**src/rtl/hazard_ctrl.sv**
```systemverilog
// Pipeline interlock for the 5-stage core: load-use and ID-branch bubbles,
// HI/LO divider busy tracking, and PC / IF/ID / ID/EX write-flush control.
module hazard_ctrl #(
  parameter int DIV_CYCLES = 32,
  parameter int CNT_W      = $clog2(DIV_CYCLES + 1)
) (
  input  logic       clock,
  input  logic       reset,
  input  logic [4:0] ID_rs,
  input  logic [4:0] ID_rt,
  input  logic       ID_UseRs,
  input  logic       ID_UseRt,
  input  logic       ID_Branch,
  input  logic       ID_HiLo,
  input  logic       ID_EX_MemRead,
  input  logic       ID_EX_RegWrite,
  input  logic [4:0] ID_EX_waddr,
  input  logic       EX_MEM_MemRead,
  input  logic [4:0] EX_MEM_waddr,
  input  logic       EX_DivStart,
  input  logic       Exc_Flush,
  output logic       PCWrite,
  output logic       IF_ID_Write,
  output logic       IF_ID_Flush,
  output logic       ID_EX_Flush,
  output logic       DivBusy,
  output logic       DivDone
);

  localparam logic [CNT_W-1:0] DIV_LOAD = CNT_W'(DIV_CYCLES);
  localparam logic [CNT_W-1:0] CNT_ONE  = CNT_W'(1);

  logic [CNT_W-1:0] cnt;
  logic             m_ex;
  logic             m_mem;
  logic             load_use;
  logic             br_haz;
  logic             hilo_haz;
  logic             stall;

  // Non-load EX results are always forwardable, so RegWrite plays no part in interlocking.
  logic unused_regwrite;
  assign unused_regwrite = ID_EX_RegWrite;

  // $zero is never a real dependency.
  assign m_ex  = (ID_EX_waddr != 5'd0) &&
                 ((ID_UseRs && (ID_rs == ID_EX_waddr)) ||
                  (ID_UseRt && (ID_rt == ID_EX_waddr)));
  assign m_mem = (EX_MEM_waddr != 5'd0) &&
                 ((ID_UseRs && (ID_rs == EX_MEM_waddr)) ||
                  (ID_UseRt && (ID_rt == EX_MEM_waddr)));

  assign load_use = ID_EX_MemRead && m_ex;
  assign br_haz   = ID_Branch && ((ID_EX_MemRead && m_ex) || (EX_MEM_MemRead && m_mem));
  assign hilo_haz = ID_HiLo && DivBusy;
  assign stall    = load_use || br_haz || hilo_haz;

  assign DivBusy = (cnt != '0);
  assign DivDone = (cnt == CNT_ONE);

  always_comb begin
    PCWrite     = 1'b1;
    IF_ID_Write = 1'b1;
    IF_ID_Flush = 1'b0;
    ID_EX_Flush = 1'b0;
    if (Exc_Flush) begin
      IF_ID_Flush = 1'b1;
      ID_EX_Flush = 1'b1;
    end else if (stall) begin
      PCWrite     = 1'b0;
      IF_ID_Write = 1'b0;
      ID_EX_Flush = 1'b1;
    end
  end

  // A start while busy is ignored; the ID-stage HI/LO interlock keeps it from happening.
  always_ff @(posedge clock or negedge reset) begin
    if (!reset) begin
      cnt <= '0;
    end else if (Exc_Flush) begin
      cnt <= '0;
    end else if (EX_DivStart && (cnt == '0)) begin
      cnt <= DIV_LOAD;
    end else if (cnt != '0) begin
      cnt <= cnt - CNT_ONE;
    end
  end

endmodule

```
**config.mk**
```make
export PLATFORM = sky130hd
export DESIGN_NAME = hazard_ctrl
export DESIGN_NICKNAME = d
export VERILOG_FILES = /design/src/rtl/hazard_ctrl.sv
export SDC_FILE = /design/constraint.sdc
export NUM_CORES = 1
export LEC_CHECK = 0
export ABC_AREA = 1
export BUFFER_PORTS_ARGS = -buffer_cell sky130_fd_sc_hd__buf_4
export CAP_MARGIN = 40
export CORE_MARGIN = 2
export CORE_UTILIZATION = 49
export DETAILED_ROUTE_END_ITERATION = 8
export PLACE_DENSITY = 0.86
export SLEW_MARGIN = 10
export SYNTH_ARGS = -nofsm -noshare
export SYNTH_HDL_FRONTEND = slang
export SYNTH_SLANG_ARGS = --single-unit
```
**constraint.sdc**
```tcl
create_clock -name clock -period 2.1 [get_ports clock]
set_input_delay 0.21 -clock clock [delete_from_list [all_inputs] [get_ports clock]]
set_output_delay 0.21 -clock clock [all_outputs]
set_load 0.1 [all_outputs]
```
# Word-level counts from Yosys, hierarchy flattened
# Cells that the tools add are included.
[totals] out_inout_bits=6 in_bits=31 elab_cells=36 register_bits=6
[op_classes] eq_ne=5 add_sub_neg=1 n_reduce_logical=21 mux=8
[ops] operator="$eq A5 B5 Y1" n=4
[ops] operator="$mux W6" n=3
[ops] operator="$logic_and A1 B1 Y1" n=11
[ops] operator="$reduce_bool A5 Y1" n=2
[ops] operator="$eq A6 B1 Y1 const B" n=1
[ops] operator="$logic_not A6 Y1" n=1
[ops] operator="$reduce_bool A6 Y1" n=1
[ops] operator="$sub A6 B1 Y6 const B" n=1
[ops] operator="$logic_or A1 B1 Y1" n=5
[ops] operator="$mux W1" n=5
[ops] operator="$reduce_bool A3 Y1" n=1

# Longest topological paths before layout
[logic_depth] depth_word=11 ltp_mapped=10 ltp_nobuf=9

# Least setup slack after synthesis
# OpenSTA, ideal clock, no wires.
[synth_timing] path_type="reg2out" from="reg cnt[0]" to="out PCWrite" n_path_buf=1 required_time_ns=1.890 arrival_time_ns=2.386 path_slack_ns=-0.496 path_stages_with_launch=10 cell_sequence="dfrtp_1 > inv_1 > ha_1 > inv_1 > nor2_4 > nand2_4 > nand2_1 > nand3_1 > nand2_1 > buf_4"
[synth_via] elab_chain_len=5
[synth_lines] element="start, declared" line="33" rtl="logic [CNT_W-1:0] cnt;"
[synth_lines] element="start signal, assigned" line="85" rtl="cnt <= cnt - CNT_ONE;"
[synth_lines] element="$reduce_bool A6 Y1" line="58" rtl="assign DivBusy = (cnt != '0);"
[synth_lines] element="net DivBusy" line="26" rtl="output logic DivBusy,"
[synth_lines] element="$logic_and A1 B1 Y1" line="55" rtl="assign hilo_haz = ID_HiLo && DivBusy;"
[synth_lines] element="$logic_or A1 B1 Y1" line="56" rtl="assign stall = load_use || br_haz || hilo_haz;"
[synth_lines] element="$mux W1 (2 in series)"
[synth_lines] element="end, declared" line="22" rtl="output logic PCWrite,"
# The timed path passes the listed nets, and every way through them passes these cells.

# Worst setup path in the final report
[layout_timing] from="reg cnt[0]" to="out IF_ID_Write"
[layout_via] elab_chain_len=5
[layout_lines] element="$reduce_bool A6 Y1" line="58"
[layout_lines] element="$logic_and A1 B1 Y1" line="55"
[layout_lines] element="$logic_or A1 B1 Y1" line="56"
[layout_lines] element="$mux W1" line="69" rtl="end else if (stall) begin"
[layout_lines] element="$mux W1" line="66" rtl="if (Exc_Flush) begin"
[layout_lines] element="end, declared" line="23" rtl="output logic IF_ID_Write,"
# Every way passes these cells.

==> metrics.csv <==
metric;value;unit
status;finished clean;
hold_slack;0.184;ns
num_rows;14;
ir_drop;0.665;mV
reg2reg_slack;0.67;ns
initial_core_util;52.7;%
arrival;1.76;ns
ant_nets;0;
clock_skew;0.000851;ns
maxCapViolations;0;
dieArea;1960;um2
cts_tree;yes;
setup_viol;0;
viasPerCell;4.99;
cp_slowest_stage_delay;0.40;ns
p_leak;0.690;nW
power.switching;0.000582;W
drive_above_1_share;24.6;%
syn_area_per_cell;5.29;um2
ys_seq_elements;6;
grt_pass1_wl;3440;um
syn_nets;183;
setup_ws;0.130;ns
track_usage;23.4;%
synth_top_cell_area_share;30.3;%
multi_input_area;551;um2
finalNonFillerCells;203;
syn_to_final_growth;39.9;%
tightestPinTransition;0.507;ns
power.share.clock;9.6;%
hold_end;cnt[4];
p_int;0.000453;W
worstPathRequired;1.89;ns
yosysTopAreaCell;nand2_1;
detailedPlace.worstSlack;0.374;ns
register_area;150;um2
io_pins;37;
path_delay_family;simple AND/OR/NAND/NOR gates;
core_area;1510;um2
fmax;0.508;GHz
place_inst;199;
die_h;44.2;um
root_buffer;clkbuf_4;
ys_types;19;
grt_overflow;0;
place.gp.congestion;0.869;
synth_warnings;0;
clk_path_buf_depth;2;
min-delay-start;Exc_Flush;
period_needed;1.97;ns
wl_per_cell;10.7;um
routed_wl;2170;um
ys_top_cells_by_area;nand2_1 30%, dfrtp_1 19%, inv_1 12%, nor2_1 11%, nand3_1 5.0%;
synth_cells;150;
worst_r2r_startpoint;cnt[0];
die_w;44.2;um
port-buffer-count;35;
slew_headroom;66.1;%
top_register;cnt;
nFillCells;133;
clkSinkCount;6;
drv_slew;0;
comb_power_share;71.3;%
hold_path.class;in2reg;
crit_path_top_delay_cell;dfrtp_1;
finalHoldViolCount;0;
drc;0;
grt_max_degree;7;
critPathBufInv;3;
clkLatencyLatePin;0.24;ns
p_seq_share;19.1;%
ys_seq_area_share;18.9;%
path_cells;inv_1 > ha_1 > inv_1 > nor2_4 > nand2_8 > nand2_2 > nand3_1 > nand2_2 > buf_4;
largest_reg_flops;6;
rr_endpoint;cnt[1];
synth_area;793;um2
start_kind;register;
diodes;0;
drtIter0Drc;47;
power;0.00103;W
worstRegToRegCells;8;
cts_buffers;3;
cp.depth;9;
clkTransAtPathRegs;0.04;ns
num_vias;1012;
rsz0062_at_grt;yes;
switching_share;56.3;%
cts_htree_levels;1;
min_path_cells;2;
p_per_area;932;nW/um2
antenna_found_initial;0;
grt_pass1_vias;861;
drtPass1Iterations;4;
end_kind;primary output;
hpwl;1910;um
fin_util;73.7;%
finalCritPeriodShare;93.8;%
top_regs;cnt: 6 flops;
nNetsFinal;222;
cp_max_fo;5;
worstSetupPathType;reg2out;
## metrics by stage
step / setup TNS, ns / area, um2
2_1_floorplan: -0.267 / 810
3_3_place_gp: 0 / 1080
3_5_place_dp: 0 / 1080
4_1_cts: 0 / 1110
5_1_grt: -0.00884 / 1110
6_report: 0 / 1110
## area by class of cell
cell class | instances | area share (%)
clock buffer | 3 | 2.03
inverter | 25 | 8.46
multi-input combinational | 117 | 49.6
sequential | 6 | 13.5
tap | 16 | 1.80
timing repair buffer | 36 | 24.6
## worst reg2reg max path: stages, from the launching register on
cell and delay (ns):
dfrtp_1 0.40, inv_1 0.08, ha_1 0.18, inv_1 0.07, nor2_4 0.18, nand2_8 0.09
nor3_4 0.17, nand2_1 0.08, o21ai_0 0.09
## timing repair
action,CTS,global route
endpoints found under the setup margin,0,2
buffers inserted,0,0
endpoints found under the hold margin,6,0
resized for setup,0,0
hold buffers,1,0
## Yosys cell counts (all sizes together)
cell type and instances:
dfrtp 6, a21oi 1, nor3 2, nand3 8, xnor2 1, nand4 3, nand2 65, xor2 1
or2 2, nor2 24, o31ai 1, o21ai 7, ha 2, buf 2, inv 25
## cell families after synthesis
logic type	count (synthesis)	synth area share (%)
xor+xnor	2	2.21
compound gates	9	5.99
buf+inv	27	13.7
simple gates	104	56.0
fa+ha+maj	2	3.15
flops	6	18.9
## cell usage in the layout (no fill, tap or decap), drive strengths merged
| master | synthesis | routed |
|---|---|---|
| o21ai | 7 | 7 |
| o31ai | 1 | 1 |
| buf | 2 | 35 |
| xor2 | 1 | 1 |
| nor2 | 24 | 24 |
| inv | 25 | 25 |
| nand4 | 3 | 3 |
| dlygate4sd3 | 0 | 1 |
| nand3 | 8 | 8 |
| dfrtp | 6 | 6 |
| ha | 2 | 2 |
| a21oi | 1 | 1 |
| nor3 | 2 | 2 |
| clkbuf | 0 | 3 |
| xnor2 | 1 | 1 |
| nand2 | 65 | 65 |
| or2 | 2 | 2 |
## power groups by stage
stage	clock (W)	sequential, W	combinational [W]
floorplan	0	0.000187	0.000581
global placement	0	0.000193	0.000715
detailed placement	0	0.000197	0.000737
CTS	0.000104	0.000196	0.000740
global route	0.000112	0.000200	0.000798
finish	0.0000996	0.000197	0.000738
## how the worst max path moves through the flow
stage	startpoint	to	slack, ns
4_1_cts	cnt[0]	IF_ID_Write	0.12
3_5_place_dp	cnt[0]	IF_ID_Write	0.37
6_report	cnt[0]	IF_ID_Write	0.13
3_3_place_gp	cnt[0]	PCWrite	0.41
2_1_floorplan	cnt[0]	ID_EX_Flush	-0.14
5_1_grt	cnt[0]	IF_ID_Write	-0.007
## metal layers
metal / track usage (%) / vias up / wire (um)
met4: 1.82 / 0 / 4
li1: - / 526 / -
met5: 0 / - / 0
met1: 29.5 / 439 / 958
met2: 42.6 / 45 / 1030
met3: 4.49 / 2 / 177
Note: power is estimated with default switching activity, not from simulation.
